==> src/rtl/hazard_ctrl.sv <==
// hazard_ctrl: load-use stall, branch-redirect bubbles and
// post-reset flush sequencing for the 5-stage RV32 pipeline.
module hazard_ctrl #(
  parameter int INIT_CYCLES = 4,
  parameter int BR_EXTRA    = 1,
  parameter int CNT_W       = 16
) (
  input  logic             clk,
  input  logic             rst_n,
  input  logic [4:0]       id_rs1,
  input  logic [4:0]       id_rs2,
  input  logic             id_uses_rs1,
  input  logic             id_uses_rs2,
  input  logic             ex_memRead,
  input  logic [4:0]       ex_write_reg,
  input  logic             ex_branch_taken,
  input  logic             clr_cnt,
  output logic             pc_write,
  output logic             if_id_write,
  output logic             if_id_flush,
  output logic             id_ex_flush,
  output logic [CNT_W-1:0] stall_cnt,
  output logic [CNT_W-1:0] flush_cnt,
  output logic [1:0]       state
);

  localparam logic [1:0] S_INIT = 2'd0;
  localparam logic [1:0] S_RUN  = 2'd1;
  localparam logic [1:0] S_BFL  = 2'd2;

  localparam logic [2:0] CNT_INIT = 3'(INIT_CYCLES - 1);
  localparam logic [2:0] CNT_BR   = 3'(BR_EXTRA - 1);
  localparam bit         HAS_BFL  = (BR_EXTRA > 0);

  logic [1:0] state_q;
  logic [1:0] state_d;
  logic [2:0] cnt_q;
  logic [2:0] cnt_d;

  logic rs1_hit;
  logic rs2_hit;
  logic lu;
  logic in_init;
  logic in_run;
  logic in_bfl;
  logic br;
  logic stall;
  logic run_ok;
  logic flush_inc;

  // Hazard detection and cycle classification
  always_comb begin
    rs1_hit   = id_uses_rs1 && (id_rs1 == ex_write_reg);
    rs2_hit   = id_uses_rs2 && (id_rs2 == ex_write_reg);
    lu        = ex_memRead && (ex_write_reg != 5'd0)
                && (rs1_hit || rs2_hit);
    in_init   = (state_q == S_INIT);
    in_run    = (state_q == S_RUN);
    in_bfl    = (state_q == S_BFL);
    br        = in_run && ex_branch_taken;
    stall     = in_run && !ex_branch_taken && lu;
    run_ok    = in_run && !ex_branch_taken && !lu;
    flush_inc = br || in_bfl;
  end

  // State and shared down-counter register
  always_ff @(posedge clk or negedge rst_n) begin
    if (!rst_n) begin
      state_q <= S_INIT;
      cnt_q   <= CNT_INIT;
    end else begin
      state_q <= state_d;
      cnt_q   <= cnt_d;
    end
  end

  // Next-state logic
  always_comb begin
    state_d = state_q;
    cnt_d   = cnt_q;
    unique case (state_q)
      S_INIT: begin
        if (cnt_q == 3'd0) begin
          state_d = S_RUN;
        end else begin
          cnt_d = cnt_q - 3'd1;
        end
      end
      S_RUN: begin
        if (ex_branch_taken && HAS_BFL) begin
          state_d = S_BFL;
          cnt_d   = CNT_BR;
        end
      end
      S_BFL: begin
        if (cnt_q == 3'd0) begin
          state_d = S_RUN;
        end else begin
          cnt_d = cnt_q - 3'd1;
        end
      end
      default: begin
        state_d = S_INIT;
        cnt_d   = CNT_INIT;
      end
    endcase
  end

  // Mealy control outputs; an illegal state looks like INIT
  always_comb begin
    pc_write    = 1'b0;
    if_id_write = 1'b0;
    if_id_flush = 1'b1;
    id_ex_flush = 1'b1;
    unique case (1'b1)
      in_init: begin
        pc_write    = 1'b0;
        if_id_write = 1'b0;
        if_id_flush = 1'b1;
        id_ex_flush = 1'b1;
      end
      flush_inc: begin
        pc_write    = 1'b1;
        if_id_write = 1'b1;
        if_id_flush = 1'b1;
        id_ex_flush = 1'b1;
      end
      stall: begin
        pc_write    = 1'b0;
        if_id_write = 1'b0;
        if_id_flush = 1'b0;
        id_ex_flush = 1'b1;
      end
      run_ok: begin
        pc_write    = 1'b1;
        if_id_write = 1'b1;
        if_id_flush = 1'b0;
        id_ex_flush = 1'b0;
      end
      default: begin
        pc_write    = 1'b0;
        if_id_write = 1'b0;
        if_id_flush = 1'b1;
        id_ex_flush = 1'b1;
      end
    endcase
  end

  // Saturating load-use stall counter; clear wins
  always_ff @(posedge clk or negedge rst_n) begin
    if (!rst_n) begin
      stall_cnt <= '0;
    end else if (clr_cnt) begin
      stall_cnt <= '0;
    end else if (stall && (stall_cnt != '1)) begin
      stall_cnt <= stall_cnt + 1'b1;
    end
  end

  // Saturating branch flush counter; clear wins
  always_ff @(posedge clk or negedge rst_n) begin
    if (!rst_n) begin
      flush_cnt <= '0;
    end else if (clr_cnt) begin
      flush_cnt <= '0;
    end else if (flush_inc && (flush_cnt != '1)) begin
      flush_cnt <= flush_cnt + 1'b1;
    end
  end

  assign state = state_q;

endmodule

==> config.mk <==
export PLATFORM = sky130hd
export DESIGN_NAME = hazard_ctrl
export DESIGN_NICKNAME = d
export VERILOG_FILES = /design/src/rtl/hazard_ctrl.sv
export SDC_FILE = /design/constraint.sdc
export NUM_CORES = 1
export LEC_CHECK = 0
export CORE_MARGIN = 2
export CORE_UTILIZATION = 35
export CTS_CLUSTER_SIZE = 20
export DETAILED_ROUTE_END_ITERATION = 7
export GPL_ROUTABILITY_DRIVEN = 0
export PLACE_DENSITY = 0.63
export SLEW_MARGIN = 20
export SYNTH_ARGS = -nofsm -noshare
export SYNTH_HDL_FRONTEND = slang
export SYNTH_SLANG_ARGS = --single-unit
==> constraint.sdc <==
create_clock -name clk -period 5 [get_ports clk]
set_input_delay 0.5 -clock clk [delete_from_list [all_inputs] [get_ports clk]]
set_output_delay 0.5 -clock clk [all_outputs]
set_load 0.03 [all_outputs]
==> metrics list <==
* Violation count after the first detailed-route iteration: 87
- Sequential fraction of design power: 42.0%
* Drt total wl: 5510 um
* Reported leakage power: 1.07 nW
- Once layout is done, the placed cells without fillers occupy 0.00297 mm2.
- TritonCTS built the clock tree.
- Starting density of the core: 35.8%
* Number of violations of the max-capacitance limit: 0
* Nets: 325
- The detailed router placed 2036 vias in this run.
- Final count of negative-setup-slack endpoints: 0
- After synthesis, the netlist uses 43 different library cells.
* Net switching power: 0.000302 W
* Internal power summed over all cells: 0.000556 W
- Proportion of netlist area held by the largest area contributor: 38.9%
- Critical Path Fanout Max: 28
- The flow ran to the end, and the final reports show no timing, DRC or antenna violations.
- In this run the tightest slew margin relative to its limit is 38.4%.
* Largest net degree at the start of global routing: 38
- Fraction of layout instances using a drive strength above 1: 6.00%
- Counting the buffers created by CTS gives 5.
* End of the worst register-to-register path: flush_cnt[5]
- CTS saw 37 sinks.
* Type of destination of the critical path: primary output
- Power density of the placed cells: 289 mW/mm2
* Total length of routed met2 wires: 2520 um
* Fmax: 304 MHz
- WL met3: 260 um
- Overall die height: 84.2 um
- Among all flip-flop cells after synthesis, the most frequent one is sky130_fd_sc_hd__dfrtp_1.
- Setup slack on the worst reg-to-reg path comes out at 2.81 ns.
- Summing all multi-input logic gate instances after layout gives 0.00123 mm2.
- Synth warn: 0
- The HPWL after detailed placement is 3850 um.
- Vias in the first global route: 1926
- Slew at the pin with the worst max-slew slack: 0.916 ns
- Reg-to-reg startpoint: flush_cnt[7]
* Worst clock skew on the final layout: 0.00409 ns
* Total number of placement rows: 29
- In the final routed layout, each cell accounts on average for 14.6 um.
* Routed vias/inst: 5.40
- List of most frequent post-synthesis cells: sky130_fd_sc_hd__dfrtp_1, sky130_fd_sc_hd__nor2_1, sky130_fd_sc_hd__xnor2_1, sky130_fd_sc_hd__a21oi_1, sky130_fd_sc_hd__nand3_1
* Floorplan die area: 0.00708 mm2
- Fill cells in the final layout number 602.
- Critical Path Source: ex_write_reg[3]
* Area grow syn2layout: 32.0%
- The max-slew violation count is 0.
- Switching Share: 35.2%
* Clock transition at the registers of the reported paths: 0.07 ns
* Summed negative setup slack over all endpoints: 0 ns
- Maximum resistive drop on vdd: 0.142 mV
* Count of endpoints failing hold in the final timing report: 0
- Once the clock tree was built, the setup fixing pass inserted 0 buffers.
- Clock latency on the worst-skew pair, taken at its later pin, is 0.28 ns.
- Of the synthesized area, sequential elements account for 41.3%.
- Total gr overflow: 0
* Register bit total from synthesis: 37
- Combinational share of power: 34.6%
* Flip-flop and latch area: 928 um2
- Share of flip-flops with an asynchronous set or reset after synthesis: 100%
* Cell area after synthesis: 0.00225 mm2
* Die extent in x: 84.2 um
- Syn Nets: 268
- After detailed routing, no signal wire sits above met4.
- Hold repair after CTS inserted 0 buffers.
* First-pass DRT Iterations: 4
* Number of cells upsized or downsized after cts: 0
- Number of synthesized flops with an enable pin: 0
- Global routing used 16.0% of the available tracks.
- A synthesized cell averages 9.30 um2.
* Arrival time of data at the critical path endpoint: 2.79 ns
* Number of instances in the synthesized netlist: 242
* Count of nets left with antenna violations after detail routing: 0
- Library cell occupying the most area in the post-synthesis netlist: sky130_fd_sc_hd__dfrtp_1
* CTS H-Tree Depth: 2
* Worst hold-check path type: primary input to asynchronous set/reset pin
- Ant. Diodes: 0
* RSZ-0062 raised after global routing: no
* DRC violation count after routing: 0
- After detailed placement, the total cell area comes to 0.00289 mm2.
* Maximum buffer depth of the clock tree: 2
- The detailed router put a total of 2640 um of wire on met1.
* Core area: 0.00628 mm2
* Tcrit/Tclk final: 65.9%
- Buffers placed on the I/O ports in this run total 59.
- Category of the most critical setup path: primary input to primary output
* Top-level port count: 60
- Clk pwr share: 23.3%
- After synthesis, the cell types taking the most area are sky130_fd_sc_hd__dfrtp_1, sky130_fd_sc_hd__xnor2_1, sky130_fd_sc_hd__nor2_1, sky130_fd_sc_hd__a21oi_1, sky130_fd_sc_hd__xor2_1.
- Data on the critical path is required at its endpoint by 4.50 ns.
* Cell with the most instances after synthesis: sky130_fd_sc_hd__dfrtp_1
- Startpoint Class: primary input
- The most critical setup path has its endpoint at id_ex_flush.
* Final critical-path required period: 3.29 ns
- The tree is rooted in a sky130_fd_sc_hd__clkbuf_8.
- The first global-routing pass estimated 9290 um of wire.
- Worst reg-to-reg path cell count: 5
* Number of antenna violations at the first check in global routing: 0
## state kept, by name, indices dropped and copies added, names as in the netlist
register   cells
cnt_q          3
flush_cnt     16
stall_cnt     16
state          2
## power groups by stage
stage               clock network (W)  registers (W)  logic, W
floorplan                           0       0.000387  0.000177
global placement                    0       0.000366  0.000295
detailed placement                  0       0.000367  0.000300
CTS                          0.000210       0.000361  0.000301
global route                 0.000225       0.000365  0.000328
finish                       0.000200       0.000361  0.000297
## worst max-delay path: stages
cell	delay (ns)
sky130_fd_sc_hd__clkdlybuf4s50_1	0.46
sky130_fd_sc_hd__xor2_1	0.19
sky130_fd_sc_hd__nor4_1	0.28
sky130_fd_sc_hd__a32oi_1	0.15
sky130_fd_sc_hd__buf_4	0.23
sky130_fd_sc_hd__o21ai_0	0.24
sky130_fd_sc_hd__clkdlybuf4s50_1	0.74
## cells by family (layout without fill, tap and decap cells)
family,Yosys count,count (layout),synth area share (%)
AO/OA/AOI/OAI,48,48,14.3
flip-flops,37,37,41.3
buffers and inverters,20,78,4.00
AND/OR/NAND/NOR,102,102,25.5
adder cells (fa/ha/maj),4,4,2.22
multiplexers,6,6,2.95
XOR/XNOR,25,25,9.73
## cell usage in the layout, fill, tap and decap left out, types with 2 or more instances in the layout
cell	count
sky130_fd_sc_hd__nor2_1	26
sky130_fd_sc_hd__and3_1	3
sky130_fd_sc_hd__or4_1	9
sky130_fd_sc_hd__clkbuf_8	5
sky130_fd_sc_hd__nand3_1	12
sky130_fd_sc_hd__nor4bb_1	3
sky130_fd_sc_hd__o31ai_1	7
sky130_fd_sc_hd__a2111oi_0	3
sky130_fd_sc_hd__nand2_1	9
sky130_fd_sc_hd__nor3_1	8
sky130_fd_sc_hd__buf_4	2
sky130_fd_sc_hd__dfstp_2	2
sky130_fd_sc_hd__inv_1	9
sky130_fd_sc_hd__clkbuf_1	3
sky130_fd_sc_hd__and4_1	2
sky130_fd_sc_hd__nand2b_1	2
sky130_fd_sc_hd__nor4_1	3
sky130_fd_sc_hd__dfrtp_1	35
sky130_fd_sc_hd__clkdlybuf4s50_1	58
sky130_fd_sc_hd__nor2b_1	7
sky130_fd_sc_hd__o21ai_0	10
sky130_fd_sc_hd__and2_1	4
sky130_fd_sc_hd__mux2_2	5
sky130_fd_sc_hd__a21oi_1	15
sky130_fd_sc_hd__nand4_1	7
sky130_fd_sc_hd__a211oi_1	6
sky130_fd_sc_hd__xnor2_1	17
sky130_fd_sc_hd__xor2_1	8
sky130_fd_sc_hd__or3_1	2
sky130_fd_sc_hd__ha_1	4
## stage by stage
| stage | instances | total power [W] | util [%] | hold WS, ns | setup WS (ns) |
|---|---|---|---|---|---|
| final | 377 | 0.000858 | 47.3 | 0.317 | 1.71 |
| after CTS | 377 | 0.000872 | 47.3 | 0.353 | 1.68 |
| after detailed placement | 369 | 0.000666 | 46.0 | 0.509 | 1.68 |
| after global placement | 369 | 0.000661 | 46.0 | 0.508 | 1.74 |
| after global routing | 377 | 0.000918 | 47.3 | 0.379 | 1.57 |
| after floorplan | 242 | 0.000564 | - | 0.204 | 1.63 |
## how the worst min path moves through the flow
| stage | cells after the start | end | startpoint |
|---|---|---|---|
| final | 1 | stall_cnt[5] | rst_n |
| after floorplan | 0 | cnt_q[2] | rst_n |
| after CTS | 1 | stall_cnt[4] | rst_n |
| after global routing | 1 | stall_cnt[5] | rst_n |
| after global placement | 2 | cnt_q[1] | cnt_q[1] |
| after detailed placement | 2 | cnt_q[1] | cnt_q[1] |
## cell type report
| cell class | count | area share (%) |
|---|---|---|
| inverters | 9 | 1.14 |
| flip-flops and latches | 37 | 31.3 |
| clock buffers | 8 | 2.70 |
| multi-input cells | 185 | 41.4 |
| well taps | 77 | 3.24 |
| repair buffers | 61 | 20.2 |
## layer usage
layer | GRT usage (%) | vias to the layer above
li1 | - | 997
met1 | 22.3 | 978
met2 | 24.5 | 52
met3 | 3.83 | 9
met4 | 5.72 | 0
met5 | 0 | -
Note: power is estimated with default switching activity, not from simulation.
